===== src/rtl/speed_pi_regulator.sv =====
// rtl/speed_pi_regulator.sv - PI speed regulator producing a saturated PWM duty command
// One PI update per accepted speed sample; products are formed by a serial shift-add multiplier.
module speed_pi_regulator #(
    parameter int K_SPDWIDTH = 15,
    parameter int K_PWMRES   = 10,
    parameter int K_COEFW    = 8,
    parameter int K_FRAC     = 4,
    parameter int K_ACCW     = 28
) (
    input  logic                  i_clk,
    input  logic                  i_rst,
    input  logic                  i_enable,
    input  logic [K_SPDWIDTH-1:0] i_target_speed,
    input  logic [K_SPDWIDTH-1:0] i_speed,
    input  logic                  i_speed_valid,
    input  logic [K_COEFW-1:0]    i_kp,
    input  logic [K_COEFW-1:0]    i_ki,
    input  logic                  i_integ_clear,
    input  logic [K_PWMRES-1:0]   i_pwm_max,
    output logic [K_PWMRES-1:0]   o_pwm_cmd,
    output logic                  o_cmd_valid,
    output logic                  o_busy
);

    localparam int CNTW = (K_COEFW > 1) ? $clog2(K_COEFW) : 1;
    localparam logic [CNTW-1:0] CNT_LAST = CNTW'(K_COEFW - 1);

    typedef enum logic [2:0] {
        S_IDLE,
        S_ERR,
        S_MUL_P,
        S_MUL_I,
        S_ACC,
        S_OUT
    } state_t;

    state_t state, state_nx;

    logic [K_SPDWIDTH-1:0]    target_r;
    logic [K_SPDWIDTH-1:0]    speed_r;
    logic [K_COEFW-1:0]       kp_r;
    logic [K_COEFW-1:0]       ki_r;
    logic [K_COEFW-1:0]       coef_sr;
    logic [CNTW-1:0]          cnt;
    logic signed [K_ACCW-1:0] mcand;
    logic signed [K_ACCW-1:0] p_acc;
    logic signed [K_ACCW-1:0] q_acc;
    logic signed [K_ACCW-1:0] integ;

    logic                     accept;
    logic                     mul_last;
    logic signed [K_ACCW-1:0] err_ext;
    logic signed [K_ACCW-1:0] pwm_max_ext;
    logic signed [K_ACCW-1:0] integ_lim;
    logic signed [K_ACCW-1:0] integ_sum;
    logic signed [K_ACCW-1:0] integ_clamped;
    logic signed [K_ACCW-1:0] out_sum;
    logic signed [K_ACCW-1:0] out_y;
    logic [K_PWMRES-1:0]      pwm_sat;

    assign accept   = (state == S_IDLE) && i_enable && i_speed_valid;
    assign mul_last = (cnt == CNT_LAST);
    assign o_busy   = (state != S_IDLE);

    always_ff @(posedge i_clk) begin
        if (i_rst) begin
            state <= S_IDLE;
        end else begin
            state <= state_nx;
        end
    end

    always_comb begin
        state_nx = state;
        case (state)
            S_IDLE:  if (i_speed_valid) state_nx = S_ERR;
            S_ERR:   state_nx = S_MUL_P;
            S_MUL_P: if (mul_last) state_nx = S_MUL_I;
            S_MUL_I: if (mul_last) state_nx = S_ACC;
            S_ACC:   state_nx = S_OUT;
            S_OUT:   state_nx = S_IDLE;
            default: state_nx = S_IDLE;
        endcase
        if (!i_enable) state_nx = S_IDLE;
    end

    // Widening both operands past K_SPDWIDTH+1 bits gives the sign-extended error directly.
    always_comb begin
        err_ext     = $signed({{(K_ACCW-K_SPDWIDTH){1'b0}}, target_r})
                    - $signed({{(K_ACCW-K_SPDWIDTH){1'b0}}, speed_r});
        pwm_max_ext = $signed({{(K_ACCW-K_PWMRES){1'b0}}, i_pwm_max});
        integ_lim   = pwm_max_ext <<< K_FRAC;
        integ_sum   = integ + q_acc;
        if (integ_sum[K_ACCW-1]) begin
            integ_clamped = '0;
        end else if (integ_sum > integ_lim) begin
            integ_clamped = integ_lim;
        end else begin
            integ_clamped = integ_sum;
        end
        out_sum = p_acc + integ;
        out_y   = out_sum >>> K_FRAC;
        if (out_y[K_ACCW-1]) begin
            pwm_sat = '0;
        end else if (out_y > pwm_max_ext) begin
            pwm_sat = i_pwm_max;
        end else begin
            pwm_sat = out_y[K_PWMRES-1:0];
        end
    end

    always_ff @(posedge i_clk) begin
        if (i_rst) begin
            target_r    <= '0;
            speed_r     <= '0;
            kp_r        <= '0;
            ki_r        <= '0;
            coef_sr     <= '0;
            cnt         <= '0;
            mcand       <= '0;
            p_acc       <= '0;
            q_acc       <= '0;
            integ       <= '0;
            o_pwm_cmd   <= '0;
            o_cmd_valid <= 1'b0;
        end else if (!i_enable) begin
            integ       <= '0;
            o_pwm_cmd   <= '0;
            o_cmd_valid <= 1'b0;
        end else begin
            o_cmd_valid <= 1'b0;
            case (state)
                S_IDLE: begin
                    if (accept) begin
                        target_r <= i_target_speed;
                        speed_r  <= i_speed;
                        kp_r     <= i_kp;
                        ki_r     <= i_ki;
                    end
                end
                S_ERR: begin
                    mcand   <= err_ext;
                    coef_sr <= kp_r;
                    p_acc   <= '0;
                    q_acc   <= '0;
                    cnt     <= '0;
                end
                S_MUL_P: begin
                    if (coef_sr[0]) p_acc <= p_acc + mcand;
                    if (mul_last) begin
                        mcand   <= err_ext;
                        coef_sr <= ki_r;
                        cnt     <= '0;
                    end else begin
                        mcand   <= mcand <<< 1;
                        coef_sr <= coef_sr >> 1;
                        cnt     <= cnt + CNTW'(1);
                    end
                end
                S_MUL_I: begin
                    if (coef_sr[0]) q_acc <= q_acc + mcand;
                    mcand   <= mcand <<< 1;
                    coef_sr <= coef_sr >> 1;
                    cnt     <= cnt + CNTW'(1);
                end
                S_ACC: begin
                    integ <= integ_clamped;
                end
                S_OUT: begin
                    o_pwm_cmd   <= pwm_sat;
                    o_cmd_valid <= 1'b1;
                end
                default: ;
            endcase
            // Clearing has priority, so a clear during ACC leaves OUT using a zero integrator.
            if (i_integ_clear) integ <= '0;
        end
    end

endmodule

===== config.mk =====
export PLATFORM = sky130hd
export DESIGN_NAME = speed_pi_regulator
export DESIGN_NICKNAME = d
export VERILOG_FILES = /design/src/rtl/speed_pi_regulator.sv
export SDC_FILE = /design/constraint.sdc
export NUM_CORES = 1
export LEC_CHECK = 0
export ABC_AREA = 0
export CORE_MARGIN = 2
export CORE_UTILIZATION = 45
export CTS_BUF_LIST = sky130_fd_sc_hd__clkbuf_2
export CTS_CLUSTER_DIAMETER = 150
export DETAILED_ROUTE_END_ITERATION = 8
export GPL_TIMING_DRIVEN = 0
export HOLD_SLACK_MARGIN = 0.06
export PLACE_DENSITY = 0.64
export SYNTH_ARGS = -nofsm -noshare
export SYNTH_HDL_FRONTEND = slang
export SYNTH_SLANG_ARGS = --single-unit

===== constraint.sdc =====
create_clock -name i_clk -period 7.6 [get_ports i_clk]
set_input_delay 1.9 -clock i_clk [delete_from_list [all_inputs] [get_ports i_clk]]
set_output_delay 1.9 -clock i_clk [all_outputs]
set_load 0.005 [all_outputs]

* After elaboration in Yosys (flattened, before gate mapping) *
Index checks and enable logic that the tools add are counted.

storage, ports and cells
  logic and storage cells = 66
  bits in registers = 183

operators by class
  multiplexer cells = 19
  bitwise logic cells = 1
  reduce and logical (&&, ||, !) cells = 14
  equality and inequality tests = 11
  order comparisons = 2
  $add $sub $neg = 6

operator list
  kind                                                              number
  28-bit adder                                                      4
  28-bit case mux with 2 select lines                               2
  28-bit two-way mux                                                3
  28-bit case mux with 3 select lines                               1
  27-bit two-way mux                                                2
  28-bit by 15-bit > comparator with 1-bit output                   1
  24-bit by 11-bit > comparator with 1-bit output                   1
  8-bit case mux with 3 select lines                                1
  10-bit two-way mux                                                2
  15-bit by 15-bit subtractor with 16-bit output                    1
  3-bit case mux with 5 select lines                                1
  3-bit two-way mux                                                 4
  3-bit AND reduction                                               4
  2-bit != test (second input constant)                             5
  3-bit == test (second input constant)                             3
  3-bit case mux with 3 select lines                                1
  8-bit two-way mux                                                 1
  3-bit by 2-bit == test with 1-bit output (second input constant)  2
  3-bit nonzero test                                                2
  2-bit nonzero test                                                2
  3-bit by 1-bit adder with 3-bit output (second input constant)    1
  3-bit by 1-bit == test with 1-bit output (second input constant)  1
  3-bit zero test                                                   1
  3-bit OR reduction                                                1
  5 further kinds                                                   6

* Logic depth before layout (Yosys ltp) *
  word-level depth = 4
  depth in mapped cells = 19

* Worst setup path after synthesis *
No wires, ideal clock.

  path type = input to register
  from = in i_pwm_max[3]
  to = reg integ[4]
  required time = 7.478 ns
  setup slack = 3.249 ns
  arrival time = 4.229 ns
  stages on the path = 12
  buffers on the path = 1
  cell sequence = inv_1 -> ha_1 -> and3_1 -> o21a_1 -> a2111oi_0 -> o21ai_0 -> a21oi_1 -> nand4_1 -> a2111oi_2 -> nand3_2 -> buf_4 -> a221o_1

between the ends
  longest elaborated chain between the ends = 3

ends and longest elaborated chain
  element                                          line  text
  start: declaration                               19    input logic [K_PWMRES-1:0] i_pwm_max,
  28-bit by 15-bit > comparator with 1-bit output  96    end else if (integ_sum > integ_lim) begin
  27-bit two-way mux                               96
  27-bit two-way mux                               94    if (integ_sum[K_ACCW-1]) begin
  end signal: assignment                           167   integ <= integ_clamped;
  end: declaration                                 48    logic signed [K_ACCW-1:0] integ;

No other way between the ends.
A chain may end at the register's enable or synchronous reset.

* Final worst setup path *
  from = reg integ[4]
  to = reg o_pwm_cmd[4]

between the ends
  longest elaborated chain between the ends = 4

ends and longest elaborated chain
  element                                          line  text
  28-bit adder (*)                                 101   out_sum = p_acc + integ;
  24-bit by 11-bit > comparator with 1-bit output  105   end else if (out_y > pwm_max_ext) begin
  10-bit two-way mux                               105
  10-bit two-way mux (*)                           103   if (out_y[K_ACCW-1]) begin
  end signal: assignment                           170   o_pwm_cmd <= pwm_sat;
  end: declaration                                 20    output logic [K_PWMRES-1:0] o_pwm_cmd,

Every way passes the cells marked *; elsewhere a longest branch is shown, timed or not.

==> flow_metrics.tcl <==
set metrics [dict create \
    status "finished, final reports clean" \
    cts_tree "yes" \
    synthArstFlopShare_pct 0 \
    final.period_utilization_pct 68.01 \
    synthAdderAreaFrac_pct 14.36 \
    critical_path_class "flip-flop to flip-flop" \
    synth_top_family_by_area "compound AO/OA/AOI/OAI gates" \
    path_cells "ha_1, nand3_1, a21oi_1, nor2_1, o31ai_1, a21oi_1, xnor2_1, ha_1, a21oi_1, a21oi_1, nor3_1, o2111ai_1, or4_1, nor4_1, nand4_1, or2_1, buf_6, a311o_1" \
    drc_errors 0 \
    ys_ff_latch 182 \
    synthCells 1674 \
    setup_viol 0 \
    synth_area_per_cell_sq_um 7.829 \
    cts.sinks 182 \
    die_area_sq_um 30510 \
    grt_overflow 0 \
    end_kind "flip-flop" \
    maxCapViolations 0 \
    hold_buffers 0 \
    hold_viol_final 0 \
    placed_area_sq_um 14310 \
    layout.nets 1974 \
    synth.area.mux_share_pct 1.527 \
    grt_max_degree 21 \
    synth_area_sq_um 13110 \
    pin_count 73 \
    grt_usage_pct 24.65 \
    power_density_nw_per_um2 123.8 \
    synth_cell_types 74 \
    met1_usage_pct 31.31 \
    crit_arrival_ps 5930 \
    io_buffers 71 \
    ys_warn_count 0 \
    area_growth_syn_to_layout_pct 11.46 \
    synth_top_area_share_pct 27.80 \
    initial_core_util_pct 45.66 \
    vias_per_cell 5.696 \
    die_height_um 174.7 \
    detail-route-antenna-nets 0 \
    crit_fanout 10 \
    hold_class "flip-flop to flip-flop" \
    synth_most_common_cell "nand2_1" \
    synth_compound_area_share_pct 26.85 \
    slew_violations 0 \
    synth-simple-area-share_pct 20.04 \
    grtUsageMet3_pct 2.742 \
    worstMarginPinSlew_ps 1091 \
    synth_ff_type "dfxtp_1" \
    fin_tns_setup_ps 0 \
    busiest_layer "met2" \
    vias 12327 \
    place_hpwl_um 30430 \
    wirelength_um 37220 \
    critPathRequiredTime_ps 8360 \
    place.gp.congestion 0.9276 \
    drive_gt1_share_pct 2.925 \
    yosysTopAreaCell "dfxtp_1" \
    slew_headroom_pct 25.37 \
    wire_per_inst_um 17.20 \
    critPathMostFrequentCell "a21oi_1" \
    synth-edff-count 0 \
    p_leak_nw 6.129 \
    rsz0062_at_grt "false" \
    grt_pass1_vias 11818 \
    grt_pass1_wl_um 60650 \
    final.setup_skew_ps 81.55 \
    synth-xor-area-share_pct 5.613 \
    startpoint_type "flip-flop" \
    seq_area_frac_synth_pct 27.80 \
    syn-num-nets 1883 \
    die_w_um 174.7 \
    drt_iter0_drc 719 \
    fmax_mhz 193.5 \
    max_stage_delay_ps 810 \
    numCtsBuffers 17 \
    cts_max_path_buffers 2 \
    grt_util_met2_pct 43.53 \
    cts-root-buf "clkbuf_2" \
    cts_setup_buffers 0 \
    fin_crit_ps 5168 \
    cts_resized 0 \
    clk_latency_ps 840 \
    grt_antenna_before_repair 2 \
    slowest_stage "o31ai_1" \
    ir_drop_uv 90.42 \
    drt-pass1-iter-count 5 \
    h-tree-depth 4 \
    core_area_sq_um 28700 \
    row_count 62 \
    fin_area_sq_um 14610 \
    synth_area_leaders "dfxtp_1 28%, ha_1 14%, a21oi_1 6.5%, nand2_1 6.2%, nor2_1 4.2%" \
    clkSlewWorstSetupHoldPaths_ps 360 \
    synthTopCellsByCount "216 x nand2_1, 182 x dfxtp_1, 169 x a21oi_1, 146 x nor2_1, 144 x ha_1" \
]
[per-layer routing]
layer | up-vias | wire, um
met5 | - | 0
met1 | 5696 | 16970
met2 | 276 | 17830
li1 | 6309 | -
met3 | 46 | 1531
met4 | 0 | 891
[worst max-delay path: cells and delay by family, from the launching register on]
kind                     cells  cell delay (ps)
buffers and inverters        1              140
adder cells (fa/ha/maj)      2              670
AO/OA/AOI/OAI                7             2020
flip-flops                   1              430
XOR/XNOR                     1              280
AND/OR/NAND/NOR              7             1570
[layout make-up]
cell class / count / area (sq um)
fillers: 2846 / 14090
repair buffers: 72 / 718.2
inverters: 61 / 229.0
plain buffers: 67 / 270.3
clock inverters: 15 / 207.7
multi-input cells: 1364 / 8969
well taps: 384 / 480.5
flip-flops and latches: 182 / 3643
diodes: 2 / 5.005
clock buffers: 17 / 85.08
[state kept, by name, summed over array words and instances (netlist names)]
register and count:
cnt 3, coef_sr 8, integ 27, ki_r 8, kp_r 8, mcand 28, o_cmd_valid 1, o_pwm_cmd 10
p_acc 28, q_acc 28, speed_r 15, state 3, target_r 15
[layout by cell type, fill, tap and decap left out, drive strengths merged, types with 41 or more instances in the layout]
master	n
xnor2	51
ha	144
nor3	43
dfxtp	182
clkbuf	75
nand2	216
a21oi	171
a21o	41
clkdlybuf4s50	71
o21ai	94
inv	67
nor2	146
[power breakdown]
part	internal [mW]	switching (mW)	leakage, nW
clock network	0.149	0.416	0.168
logic	0.107	0.135	4.49
registers	0.980	0.0202	1.47
[path summary, 6_finish.rpt]
check / from / to / slack, ps / cells past startpoint
min: speed_r[4]$_SDFFE_PP0P_ / speed_r[4]$_SDFFE_PP0P_ / 470 / 2
max: integ[4]$_SDFFE_PP0P_ / o_pwm_cmd[4]$_SDFFE_PP0P_ / 2430 / 18
min reg2reg: speed_r[4]$_SDFFE_PP0P_ / speed_r[4]$_SDFFE_PP0P_ / 470 / 2
max reg2reg: integ[4]$_SDFFE_PP0P_ / o_pwm_cmd[4]$_SDFFE_PP0P_ / 2430 / 18
[stage by stage]
stage | cells | hold slack, ps | setup slack (ps) | total power, mW | util, %
finish | 2164 | 472.9 | 2432 | 1.809 | 50.89
global route | 2163 | 488.3 | 2006 | 1.895 | 50.88
CTS | 2162 | 473.1 | 2444 | 1.823 | 50.88
detailed placement | 2130 | 448.5 | 1969 | 1.258 | 49.86
global placement | 2129 | 443.4 | 1947 | 1.253 | 49.81
floorplan | 1674 | 435.6 | 3249 | 1.171 | -
[kinds of logic after synthesis]
logic type      Yosys count
fa+ha+maj               148
simple gates            574
xor+xnor                 84
mux                      20
buf+inv                 128
flops                   182
compound gates          538
Note: power is estimated with default switching activity, not from simulation.
